$ cat src/rtl/rotor_stepper_if.sv
// Handshake and position bus between the keypress source and the rotor stepper.
// The stepper drives the positions and status flags; the requester drives everything else.
interface rotor_stepper_if;
   logic       load;
   logic [4:0] load_pos_r;
   logic [4:0] load_pos_m;
   logic [4:0] load_pos_l;
   logic       key_valid;
   logic       key_ready;
   logic [4:0] pos_r;
   logic [4:0] pos_m;
   logic [4:0] pos_l;
   logic       step_done;
   logic       busy;

   modport master (
      output load, load_pos_r, load_pos_m, load_pos_l, key_valid,
      input  key_ready, pos_r, pos_m, pos_l, step_done, busy
   );

   modport slave (
      input  load, load_pos_r, load_pos_m, load_pos_l, key_valid,
      output key_ready, pos_r, pos_m, pos_l, step_done, busy
   );
endinterface

$ cat src/rtl/rotor_stepper.sv
// Three-rotor stepping controller with notch turnover and middle-rotor double-step.
// One keypress takes three cycles: accept, step, done.
//
//   state   | meaning
//   --------+-----------------------------------------------------------
//   ST_IDLE | ready for a load or keypress (key_ready=1)
//   ST_STEP | step in progress; positions update on the edge leaving it
//   ST_DONE | new positions valid, step_done pulses for one cycle
module rotor_stepper #(
   parameter logic [4:0] NOTCH_R = 5'd16,
   parameter logic [4:0] NOTCH_M = 5'd4
) (
   input  logic            clk,
   input  logic            rst_n,
   rotor_stepper_if.slave  bus
);

   typedef enum logic [1:0] {
      ST_IDLE = 2'd0,
      ST_STEP = 2'd1,
      ST_DONE = 2'd2
   } state_t;

   state_t     state_q, state_d;
   logic [4:0] pos_r_q, pos_r_d;
   logic [4:0] pos_m_q, pos_m_d;
   logic [4:0] pos_l_q, pos_l_d;

   // +1 modulo 26; anything at or above 25 folds to 0 so the output never leaves 0..25
   function automatic logic [4:0] adv26(input logic [4:0] p);
      return (p >= 5'd25) ? 5'd0 : p + 5'd1;
   endfunction

   function automatic logic [4:0] reduce26(input logic [4:0] p);
      return (p >= 5'd26) ? p - 5'd26 : p;
   endfunction

   always_ff @(posedge clk or negedge rst_n) begin
      if (!rst_n) begin
         state_q <= ST_IDLE;
         pos_r_q <= 5'd0;
         pos_m_q <= 5'd0;
         pos_l_q <= 5'd0;
      end else begin
         state_q <= state_d;
         pos_r_q <= pos_r_d;
         pos_m_q <= pos_m_d;
         pos_l_q <= pos_l_d;
      end
   end

   always_comb begin
      state_d = state_q;
      pos_r_d = pos_r_q;
      pos_m_d = pos_m_q;
      pos_l_d = pos_l_q;
      case (state_q)
         ST_IDLE: begin
            if (bus.load) begin
               pos_r_d = reduce26(bus.load_pos_r);
               pos_m_d = reduce26(bus.load_pos_m);
               pos_l_d = reduce26(bus.load_pos_l);
            end else if (bus.key_valid) begin
               state_d = ST_STEP;
            end
         end
         ST_STEP: begin
            // All decisions use the pre-step positions; middle double-steps on its own notch
            state_d = ST_DONE;
            pos_r_d = adv26(pos_r_q);
            if ((pos_r_q == NOTCH_R) || (pos_m_q == NOTCH_M)) begin
               pos_m_d = adv26(pos_m_q);
            end
            if (pos_m_q == NOTCH_M) begin
               pos_l_d = adv26(pos_l_q);
            end
         end
         ST_DONE: begin
            state_d = ST_IDLE;
         end
         default: begin
            state_d = ST_IDLE;
         end
      endcase
   end

   assign bus.key_ready = (state_q == ST_IDLE);
   assign bus.busy      = (state_q != ST_IDLE);
   assign bus.step_done = (state_q == ST_DONE);
   assign bus.pos_r     = pos_r_q;
   assign bus.pos_m     = pos_m_q;
   assign bus.pos_l     = pos_l_q;

endmodule

$ cat src/flat_wrapper.sv
// flat-port wrapper written by rule: the top's interface ports become plain ports
module rotor_stepper_flat 
#(
   parameter logic [4:0] NOTCH_R = 5'd16,
   parameter logic [4:0] NOTCH_M = 5'd4
)
  (clk, rst_n, bus_load, bus_load_pos_r, bus_load_pos_m, bus_load_pos_l, bus_key_valid, bus_key_ready, bus_pos_r, bus_pos_m, bus_pos_l, bus_step_done, bus_busy);
  rotor_stepper_if bus_i ();
  input  logic clk;
  input  logic rst_n;
  input wire logic [$bits(bus_i.load)-1:0] bus_load;
  input wire logic [$bits(bus_i.load_pos_r)-1:0] bus_load_pos_r;
  input wire logic [$bits(bus_i.load_pos_m)-1:0] bus_load_pos_m;
  input wire logic [$bits(bus_i.load_pos_l)-1:0] bus_load_pos_l;
  input wire logic [$bits(bus_i.key_valid)-1:0] bus_key_valid;
  output wire logic [$bits(bus_i.key_ready)-1:0] bus_key_ready;
  output wire logic [$bits(bus_i.pos_r)-1:0] bus_pos_r;
  output wire logic [$bits(bus_i.pos_m)-1:0] bus_pos_m;
  output wire logic [$bits(bus_i.pos_l)-1:0] bus_pos_l;
  output wire logic [$bits(bus_i.step_done)-1:0] bus_step_done;
  output wire logic [$bits(bus_i.busy)-1:0] bus_busy;
  assign bus_i.load = bus_load;
  assign bus_i.load_pos_r = bus_load_pos_r;
  assign bus_i.load_pos_m = bus_load_pos_m;
  assign bus_i.load_pos_l = bus_load_pos_l;
  assign bus_i.key_valid = bus_key_valid;
  assign bus_key_ready = bus_i.key_ready;
  assign bus_pos_r = bus_i.pos_r;
  assign bus_pos_m = bus_i.pos_m;
  assign bus_pos_l = bus_i.pos_l;
  assign bus_step_done = bus_i.step_done;
  assign bus_busy = bus_i.busy;
  rotor_stepper #(.NOTCH_R(NOTCH_R), .NOTCH_M(NOTCH_M)) u_core (.clk(clk), .rst_n(rst_n), .bus(bus_i));
endmodule
$ cat config.mk
export PLATFORM = sky130hd
export DESIGN_NAME = rotor_stepper_flat
export DESIGN_NICKNAME = d
export VERILOG_FILES = /design/src/rtl/rotor_stepper_if.sv /design/src/rtl/rotor_stepper.sv /design/src/flat_wrapper.sv
export SDC_FILE = /design/constraint.sdc
export NUM_CORES = 1
export LEC_CHECK = 0
export ABC_AREA = 1
export ABC_CLOCK_PERIOD_IN_PS = 2400
export BUFFER_PORTS_ARGS = -buffer_cell sky130_fd_sc_hd__buf_4
export CORE_MARGIN = 2
export CORE_UTILIZATION = 57
export CTS_CLUSTER_SIZE = 28
export DETAILED_ROUTE_END_ITERATION = 10
export HOLD_SLACK_MARGIN = 0.03
export PLACE_DENSITY = 0.84
export SKIP_LAST_GASP = 1
export SYNTH_ARGS = -nofsm -noshare
export SYNTH_HDL_FRONTEND = slang
export SYNTH_SLANG_ARGS = --single-unit
$ cat constraint.sdc
create_clock -name clk -period 2.4 [get_ports clk]
set_input_delay 0.24 -clock clk [delete_from_list [all_inputs] [get_ports clk]]
set_output_delay 0.24 -clock clk [all_outputs]
set_load 0.005 [all_outputs]
---- Word-level counts from Yosys, hierarchy flattened ----
Cells that the tools add are included.
word-level totals
  register bits ........................... 17
  input port bits ......................... 19
  output and inout port bits .............. 18
  logic and storage cells ................. 50
cells by class
  add/subtract/negate cells ............... 6
  order comparisons ....................... 6
  equality and inequality tests ........... 9
  multiplexer cells ....................... 17
  reduce and logical (&&, ||, !) cells .... 8
operators by type and width
  operator                                              number
  2-to-1 mux 5 bit                                      11
  >= comparator 5 bit (second input constant)           6
  case mux 5 bit (2 select lines)                       3
  adder 5 x 1 -> 5 bit (second input constant)          3
  subtractor 5 bit (second input constant)              3
  != test 2 bit (second input constant)                 3
  AND reduction 3 bit                                   2
  equality test 5 x 3 -> 1 bit (second input constant)  1
  equality test 5 bit (second input constant)           1
  2-to-1 mux 2 bit                                      2
  != test 2 x 1 -> 1 bit (second input constant)        2
  case mux 2 bit (2 select lines)                       1
  AND reduction 2 bit                                   2
  nonzero test 2 bit                                    2
  equality test 2 x 1 -> 1 bit (second input constant)  1
  equality test 2 bit (second input constant)           1
  zero test 2 bit                                       1
  logical OR 1 bit                                      1

---- Logic depth before layout (Yosys ltp) ----
Gate-level depths: netlist (run 1).
  depth after elaboration ................. 4
  depth in mapped cells ................... 11

---- Worst setup path after synthesis (run 1) ----
OpenSTA, ideal clock, no wires.
  path type ............................... register to register
  from .................................... register u_core.pos_m_q[0] (netlist: u_core.bus.pos_m[0])
  to ...................................... register u_core.pos_m_q[2] (netlist: u_core.bus.pos_m[2])
  setup time .............................. 120 ps
  arrival ................................. 1,202 ps
  data required time ...................... 2,280 ps
  path slack .............................. 1,079 ps
  cell stages (with the launch flop) ...... 11
  buffers on the path ..................... 0
  period minus slack after synthesis ...... 1,321 ps
  cell sequence ........................... dfrtp_1 inv_1 ha_1 inv_1 nor2_1 nand2_1 nand2_2 nand2_8 nand2_4 nor2_1 a21oi_2
between the ends
  cells in the longest elaborated chain, start to end .. 4
ends and longest elaborated chain
  element                                                                 RTL line                                  text
  start, declared                                                         rotor_stepper.sv:26                       logic [4:0] pos_m_q, pos_m_d;
  start signal, assigned                                                  rotor_stepper.sv:47                       pos_m_q <= pos_m_d;
  adder 5 x 1 -> 5 bit (tied with other cells)                            rotor_stepper.sv:31                       return (p >= 5'd25) ? 5'd0 : p + 5'd1;
  2-to-1 mux 5 bit or logical OR 1 bit (tied branches)                    rotor_stepper.sv:31, rotor_stepper.sv:71
  2-to-1 mux 5 bit or != test 2 x 1 -> 1 bit (tied branches)              --
  case mux 5 bit (2 select lines) or AND reduction 3 bit (tied branches)  --
Several ways; a longest one is shown, not always the timed one. The select of a mux whose other input is x is not followed.
A chain may end at the register's enable or synchronous reset.

---- Worst setup path in the final report (run 1) ----
  from .................................... register u_core.state_q[1]
  to ...................................... register u_core.pos_m_q[2] (netlist: u_core.bus.pos_m[2])
between the ends
  cells in the longest elaborated chain, start to end .. 3
ends and longest elaborated chain
  element                                                          RTL line             text
  start, declared                                                  rotor_stepper.sv:24  state_t state_q, state_d;
  start signal, assigned                                           rotor_stepper.sv:45  state_q <= state_d;
  equality test 2 x 1 -> 1 bit or zero test 2 bit (tied branches)  --
  != test 2 x 1 -> 1 bit (no line) (tied with other cells)         --
  AND reduction 3 bit (no line)                                    --
Several ways; a longest one is shown, not always the timed one.

==> results of run 1 <==
## synthesized netlist by cell type
cell type	count	area share (%)
o21ai_2	1	0.58
nand3_1	38	13
o21ai_1	6	2.0
nand2_1	67	17
inv_2	7	1.7
inv_1	27	6.7
buf_2	1	0.33
ha_1	11	9.1
a31oi_1	1	0.42
a21oi_2	3	1.7
buf_6	1	0.75
nand2_4	1	0.75
a22oi_1	1	0.50
a21oi_1	4	1.3
a31o_2	1	0.58
a21o_1	1	0.50
nand2_2	6	2.5
nand2_8	1	1.3
nand3b_1	1	0.50
o21ai_0	1	0.33
dfrtp_1	17	28
nor2_1	23	5.7
nor3_1	1	0.33
nor3b_1	1	0.50
xor2_1	6	3.5
xnor2_1	1	0.58
## sequential cells by signal, indices dropped and copies added, names as in the netlist
| register | cells |
|---|---|
| u_core.state_q | 2 |
| u_core.bus.pos_m | 5 |
| u_core.bus.pos_l | 5 |
| u_core.bus.pos_r | 5 |
## stage by stage
step | util [%] | total power [mW] | area, um^2 | setup WS, ns
global placement | 71.9 | 0.913 | 1800 | 0.952
global route | 73.3 | 1.17 | 1830 | 0.778
finish | 73.3 | 1.07 | 1830 | 0.895
detailed placement | 71.9 | 0.916 | 1800 | 0.917
CTS | 73.3 | 1.08 | 1830 | 0.894
floorplan | - | 0.719 | 1510 | 1.08
## layer usage
layer / vias up / routed length (um) / GRT usage, %
met1: 669 / 1560 / 31.1
li1: 804 / - / -
met4: 0 / 35 / 6.27
met5: - / 0 / 0
met2: 39 / 1520 / 36.6
met3: 4 / 131 / 2.81
## how the worst min path moves through the flow
stage / start / depth (start not counted) / end / slack, ns
final: bus_load / 2 / u_core.state_q[0] / 0.10
after global routing: bus_load / 2 / u_core.state_q[0] / 0.1
after CTS: bus_load / 2 / u_core.state_q[0] / 0.11
after detailed placement: rst_n / 1 / u_core.bus.pos_l[2] / 0.12
after global placement: rst_n / 1 / u_core.bus.pos_l[2] / 0.12
after floorplan: rst_n / 0 / u_core.bus.pos_l[0] / -0.06
## layout make-up
type	count	area, um^2	share of cell area, %
Timing Repair Buffer	37	280	15.3
Sequential cell	17	425	23.2
Tap cell	30	37.5	2.05
Inverter	34	128	6.96
Clock buffer	4	26.3	1.43
Multi-Input combinational cell	176	936	51.1
## cell families (layout without fill, tap and decap cells)
group	Yosys count	after routing	synth area share [%]
fa+ha+maj	11	11	9.14
simple gates	139	139	41.0
flops	17	17	28.3
xor+xnor	7	7	4.07
compound gates	19	19	7.98
buf+inv	36	75	9.56
## what timing repair did
action | in CTS | in global routing
gates resized for setup | 0 | 0
hold buffers | 1 | 0
endpoints found under the hold margin | 17 | 0
## cell usage in the layout, fill, tap and decap left out, drive strengths merged
cell and instances:
inv 34, buf 36, clkbuf 4, nand2 75, xnor2 1, nor3 1, a21oi 7, nor3b 1
dlygate4sd3 1, nor2 23, dfrtp 17, o21ai 8, nand3b 1, a31oi 1, nand3 38, a21o 1
a31o 1, ha 11, a22oi 1, xor2 6
## report_power, final
group          internal (mW)  switching [mW]
Sequential             0.344           0.102
Clock                 0.0646          0.0950
Combinational          0.227           0.238
==> results.cfg, run 1 <==
[run_status]
outcome = complete, no violations

[hold_path]
hp-class = input port to register

[worst_setup_path]
r2r_start = u_core.state_q[1]
path_buf_inv = 3
crit_cells = 9
worstSetupEndpoint = u_core.bus.pos_m[2]
worst_path_most_repeated_cell = nand2_2
critPathMaxFanout = 16
criticalPathCategory = register to register
critPathRequiredTime_ns = 2.63
crit_path_start = u_core.state_q[1]
cpMaxStageDelayCell = dfrtp_1
r2r_slack_ns = 0.89
crit_chain = inv_1 > nand2_2 > inv_2 > nand2_2 > nand2_8 > nand2_4 > nand2_2 > inv_2 > a21oi_2
rr_endpoint = u_core.bus.pos_m[2]
endpoint_kind = register
cp_top_family = simple AND/OR/NAND/NOR gates
critPathLaunchType = register
r2r.worst_path.cells = 9
arrival_ns = 1.74
critical_path.max_stage_delay_ns = 0.39

[sta]
period_share_pct = 62.7
finalClockSkew_ns = 0.00974
period_needed_ns = 1.51
setup_viol = 0
tightest_slew_ns = 0.340
slew-limit-headroom_pct = 77.1
hold_viol_final = 0
fmax_ghz = 0.664
fin_hold_ws_ns = 0.105
slew_viol_final = 0
fin_tns_setup_ns = 0
rsz0062_at_grt = false

[synth]
ys_ff_latch = 17
syn_nets = 259
mappedNetlistArea_um2 = 1510
syn_avg_cell_area_um2 = 6.57
syn_inst = 229
synth_cell_types = 26
seq_area_frac_synth_pct = 28.3
ys.warnings.count = 0

[clocking]
clkTransAtPathRegs_ns = 0.11
cts_setup_buffers = 0
cts_root_buffer = clkbuf_4
numCtsBuffers = 3
htreeDepth = 1
insertion_delay_ns = 0.29
cts_buffer_depth = 2
clock-sinks = 17
cts_tree = built

[grt]
grt_pass1_vias = 1363
grt_pass1_wl_um = 5730
grt_usage_pct = 22.4
grt_max_degree = 18
grt_antenna_before_repair = 0
overflow = 0

[die]
die_area_um2 = 3070
start_util_pct = 60.2
row_count = 18
num_io_pins = 37
die_x_um = 55.4
core_area_um2 = 2500
die_h_um = 55.4

[cells_and_area]
n_antenna_cell = 0
final_cells = 298
fillCellCount = 221
nets = 299
final_layout_size_suffix_gt1_share_pct = 22.0
area_growth_pct = 21.8

[pwr]
p_per_area_nw_per_um2 = 584
p_leak_nw = 1.05
max-vdd-ir-drop_mv = 0.473

[drt]
ant_nets = 0
num_vias = 1516
wirelength_um = 3250
drc = 0
wl_per_cell_um = 10.9
drt-pass1-iter-count = 4
drt_iter0_drc = 43
routed_via_density = 5.09

[place]
dp_hpwl_um = 2530
gp_congestion = 0.863
dp_cells = 293
numPortBuffers = 36

[run]
drv_cap = 0
Note: power is estimated with default switching activity, not from simulation.
==> inputs of run 2 (changes only) <==
- ABC_CLOCK_PERIOD_IN_PS: 2400 -> 1570
- CORE_UTILIZATION: 57 -> 53
- PLACE_DENSITY: 0.84 -> 0.79
- clock period: 2.4 -> 1.57 ns (I/O delays scaled with it)
==> run 2 against run 1 <==
Effect of this change: worst setup slack got worse by 0.76 ns; hold slack improved by 0.032 ns; largest power group unchanged; global-route usage decreased by 1.0 points; design area increased by 2.5%; critical endpoint is now u_core.bus.pos_m[1].
==> results.cfg, run 2 (synthesis results as in run 1) <==
[run_status]
outcome = complete, no violations

[place]
placed_cell_area_um2 = 1810
dp_cells = 296
gp_congestion = 0.871
dp_hpwl_um = 2490
numPortBuffers = 36

[drt]
routed_via_density = 5.10
drc = 0
wl_per_cell_um = 10.8
drt-pass1-iter-count = 4
drt_iter0_drc = 65
ant_nets = 0
num_vias = 1544
wirelength_um = 3270

[worst_setup_path]
worst_path_most_repeated_cell = nand2_1
critPathMaxFanout = 8
endpoint_kind = register
critPathRequiredTime_ns = 1.74
critical_path.max_stage_delay_ns = 0.47
rr_endpoint = u_core.bus.pos_m[1]
r2r_start = u_core.bus.pos_m[0]
critPathLaunchType = register
criticalPathCategory = register to register
r2r.worst_path.cells = 11
cpMaxStageDelayCell = dfrtp_2
r2r_slack_ns = 0.14
arrival_ns = 1.60
crit_chain = inv_1 > ha_1 > inv_1 > nor2_1 > nand2_1 > nand2_2 > nand2_8 > nand2_4 > inv_2 > nand2_1 > nand2_1

[die]
die_h_um = 57.3
core_area_um2 = 2730
die_x_um = 57.3
start_util_pct = 55.1
die_area_um2 = 3280
num_io_pins = 37
row_count = 19

[sta]
setup_viol = 0
tightest_slew_ns = 0.319
finalClockSkew_ns = 0.00262
fmax_ghz = 0.699
rsz0062_at_grt = false
hold_viol_final = 0
slew-limit-headroom_pct = 78.5
period_share_pct = 91.1
slew_viol_final = 0
fin_tns_setup_ns = 0
period_needed_ns = 1.43

[cells_and_area]
layout.cells.most_common_list = 67 x nand2_1, 39 x buf_4, 38 x nand3_1
final_common_cell = nand2_1
area_growth_pct = 24.9
final_cells = 303
final_layout_size_suffix_gt1_share_pct = 24.6
final_area_um2 = 1880
nets = 303
n_antenna_cell = 0

[grt]
grt_pass1_vias = 1368
grt_usage_pct = 21.4
grtUsageMet3_pct = 2.72
use_met1_pct = 28.5
grt_busiest_layer = met2
grt_pass1_wl_um = 5600
grt_use_met2_pct = 36.6
grt_max_degree = 18
overflow = 0
grt_antenna_before_repair = 0

[clocking]
clkTransAtPathRegs_ns = 0.10
cts_tree = built
insertion_delay_ns = 0.28
htreeDepth = 1
cts_root_buffer = clkbuf_4
numCtsBuffers = 3
clock-sinks = 17
cts_buffer_depth = 2

[pwr]
max-vdd-ir-drop_mv = 0.643
p_leak_nw = 1.07
p_per_area_nw_per_um2 = 872

[hold_path]
hp-class = input port to register
hold_end = u_core.state_q[0]
holdCritStartpoint = bus_key_valid
min_path_cells = 2

[run]
drv_cap = 0
[run 2: cell types whose count changed in the layout (fill, tap and decap cells not counted), sizes merged]
cell | before | now
buf | 36 | 39
clkbuf | 4 | 3
clkinv | 0 | 1
dlygate4sd3 | 1 | 2
[run 2: worst max-delay path by stage]
stage,slack (ns),to,cells past startpoint,startpoint
2_1_floorplan,0.25,u_core.bus.pos_m[2],10,u_core.bus.pos_m[0]
3_3_place_gp,0.12,u_core.bus.pos_m[2],10,u_core.bus.pos_m[0]
3_5_place_dp,0.13,u_core.bus.pos_m[3],11,u_core.bus.pos_m[1]
4_1_cts,0.11,u_core.bus.pos_m[3],11,u_core.bus.pos_m[1]
5_1_grt,0.02,u_core.bus.pos_m[4],8,u_core.bus.pos_m[0]
6_report,0.14,u_core.bus.pos_m[1],11,u_core.bus.pos_m[0]
[run 2: final cells by class]
cell class	instances	area, um^2
Clock buffer	3	22.5
Clock inverter	1	5.00
Fill cell	243	855
Inverter	34	128
Multi-Input combinational cell	176	945
Sequential cell	17	428
Tap cell	31	38.8
Timing Repair Buffer	41	313
[run 2: per-stage QoR]
step                      worst slack [ns]  hold slack, ns  power [mW]  util [%]
final                                0.140           0.136        1.64      68.7
after detailed placement             0.127          0.0318        1.40      66.3
after floorplan                      0.249          -0.139        1.10         -
after global routing                0.0182           0.115        1.80      68.7
after global placement               0.124          0.0293        1.40      66.3
after CTS                            0.112          0.0382        1.63      67.7
[run 2: critical path, delay by kind of cell, from the launching register on]
family | cells | cell delay [ns]
simple gates | 7 | 0.54
flops | 1 | 0.47
buf+inv | 3 | 0.18
fa+ha+maj | 1 | 0.13
[run 2: per-layer routing]
metal  vias to the layer above  share of wire, %
li1                        812                 -
met1                       681                45
met2                        47                49
met3                         4               4.5
met4                         0               1.3
met5                         -                 0
[run 2: power breakdown]
group	internal [mW]	switching [mW]	total [mW]	leakage (nW)
Clock	0.0943	0.129	0.224	0.0177
Combinational	0.360	0.377	0.737	0.845
Sequential	0.528	0.150	0.679	0.205
[run 2: what timing repair did]
action	CTS	global route
hold endpoints to repair	17	1
hold buffers	1	1
buffers inserted	0	1
gates resized for setup	0	4
endpoints found under the setup margin	0	8
==> inputs of run 3 (changes only) <==
- ABC_CLOCK_PERIOD_IN_PS: 1570 -> 1510
- MAX_ROUTING_LAYER: not set -> met4
- clock period: 1.57 -> 1.51 ns (I/O delays scaled with it)
==> run 3 against run 2 <==
Effect of this change: die area unchanged; maximum frequency rose by 1.7%; routed wire length shrank 3.5%; worst setup slack worse by 0.037 ns; critical path depth shrank 2; first-iteration DRC count decreased by 31%; sequential share of layout area decreased by 0.099 points; critical path type unchanged; largest cell class unchanged; highest routed layer unchanged.
==> results.cfg, run 3 (synthesis results as in run 1) <==
[hold_path]
hold_end = u_core.state_q[0]
hp-class = input port to register
holdCritStartpoint = bus_key_valid
min_path_cells = 2

[grt]
grt_usage_pct = 21.5
grt_pass1_wl_um = 5610
grt_max_degree = 18
overflow = 0
grt_pass1_vias = 1442
grt_antenna_before_repair = 0

[cells_and_area]
n_antenna_cell = 0
final_common_cell = nand2_1
layout.cells.most_common_list = 67 x nand2_1, 41 x buf_4, 38 x nand3_1
nets = 305
final_layout_size_suffix_gt1_share_pct = 25.2
area_growth_pct = 25.8

[clocking]
cts_buffer_depth = 2
clock-sinks = 17
insertion_delay_ns = 0.29
cts_root_buffer = clkbuf_4
htreeDepth = 1
cts_tree = built
numCtsBuffers = 3
clkTransAtPathRegs_ns = 0.11

[die]
row_count = 19
start_util_pct = 55.1
die_h_um = 57.3
die_x_um = 57.3
core_area_um2 = 2730
num_io_pins = 37
die_area_um2 = 3280

[worst_setup_path]
arrival_ns = 1.60
criticalPathCategory = register to register
r2r_start = u_core.bus.pos_r[0]
r2r_slack_ns = 0.10
critPathLaunchType = register
critPathMaxFanout = 7
r2r.worst_path.cells = 9
rr_endpoint = u_core.bus.pos_m[4]
endpoint_kind = register
critPathRequiredTime_ns = 1.70

[drt]
drc = 0
num_vias = 1530
wl_per_cell_um = 10.4
drt_iter0_drc = 45
drt-pass1-iter-count = 4
ant_nets = 0
wirelength_um = 3160
routed_via_density = 5.02

[run]
drv_cap = 0

[sta]
period_share_pct = 93.2
fin_hold_ws_ns = 0.113
slew_viol_final = 0
fmax_ghz = 0.711
rsz0062_at_grt = true
tightest_slew_ns = 0.324
period_needed_ns = 1.41
slew-limit-headroom_pct = 78.2
finalClockSkew_ns = 0.0109
hold_viol_final = 0
setup_viol = 0

[pwr]
max-vdd-ir-drop_mv = 0.656
p_per_area_nw_per_um2 = 913
power_mw = 1.73
p_leak_nw = 1.08

[run_status]
outcome = complete, no violations

[place]
numPortBuffers = 36
dp_hpwl_um = 2450
gp_congestion = 0.865
## run 3: changes by cell type in the layout (fill, tap and decap cells not counted), sizes merged
cell  previous run  this run
buf             39        41
## run 3: how the worst max path moves through the flow
stage	start	to	slack [ns]	cells past startpoint
final	u_core.bus.pos_r[0]	u_core.bus.pos_m[4]	0.10	9
after global routing	u_core.bus.pos_m[1]	u_core.bus.pos_m[4]	-0.04	11
after CTS	u_core.bus.pos_r[1]	u_core.bus.pos_r[4]	0.04	9
after detailed placement	u_core.bus.pos_r[1]	u_core.bus.pos_r[4]	0.07	9
after global placement	u_core.bus.pos_r[1]	u_core.bus.pos_r[4]	0.10	9
after floorplan	u_core.bus.pos_m[0]	u_core.bus.pos_m[2]	0.19	10
## run 3: report_power, final
| group | switching [mW] | total [mW] | leakage [nW] | internal, mW |
|---|---|---|---|---|
| registers | 0.150 | 0.701 | 0.204 | 0.550 |
| clock network | 0.146 | 0.244 | 0.0177 | 0.0983 |
| logic | 0.393 | 0.784 | 0.854 | 0.391 |
## run 3: worst max-delay path, cell delays in order, from the launching register on
cell and delay (ns):
dfrtp_1 0.45, inv_1 0.13, ha_1 0.15, nand2_1 0.05, nor3_1 0.18, nand2_2 0.09
nand2_4 0.11, inv_2 0.06, nand2_1 0.06, nand2_1 0.05
## run 3: cell type report
type	count	area, um^2
repair buffers	43	328
multi-input cells	176	940
fillers	259	841
inverters	34	130
flip-flops and latches	17	429
clock inverters	1	5.00
well taps	31	38.8
clock buffers	3	22.5
## run 3: per-layer routing
layer  share of wire (%)  global-route usage [%]
met2                  48                    35.8
met4                 1.1                    8.31
met1                  47                    27.2
met5                   0                       -
met3                 3.5                    1.59
## run 3: repair_timing
action | in CTS | in global routing
endpoints found under the setup margin | 0 | 13
hold buffers | 2 | 0
buffers inserted | 0 | 3
hold endpoints to repair | 18 | 0
gates resized for setup | 0 | 5
## run 3: metrics by stage
stage               utilization [%]  instance area, um^2  setup slack (ns)  TNS (ns)  std cells
floorplan                         -                 1510             0.189         0        229
global placement               66.3                 1810             0.101         0        296
detailed placement             66.3                 1810            0.0661         0        296
CTS                            68.1                 1860            0.0440         0        302
global route                   69.2                 1890           -0.0421    -0.134        305
finish                         69.2                 1890             0.103         0        305
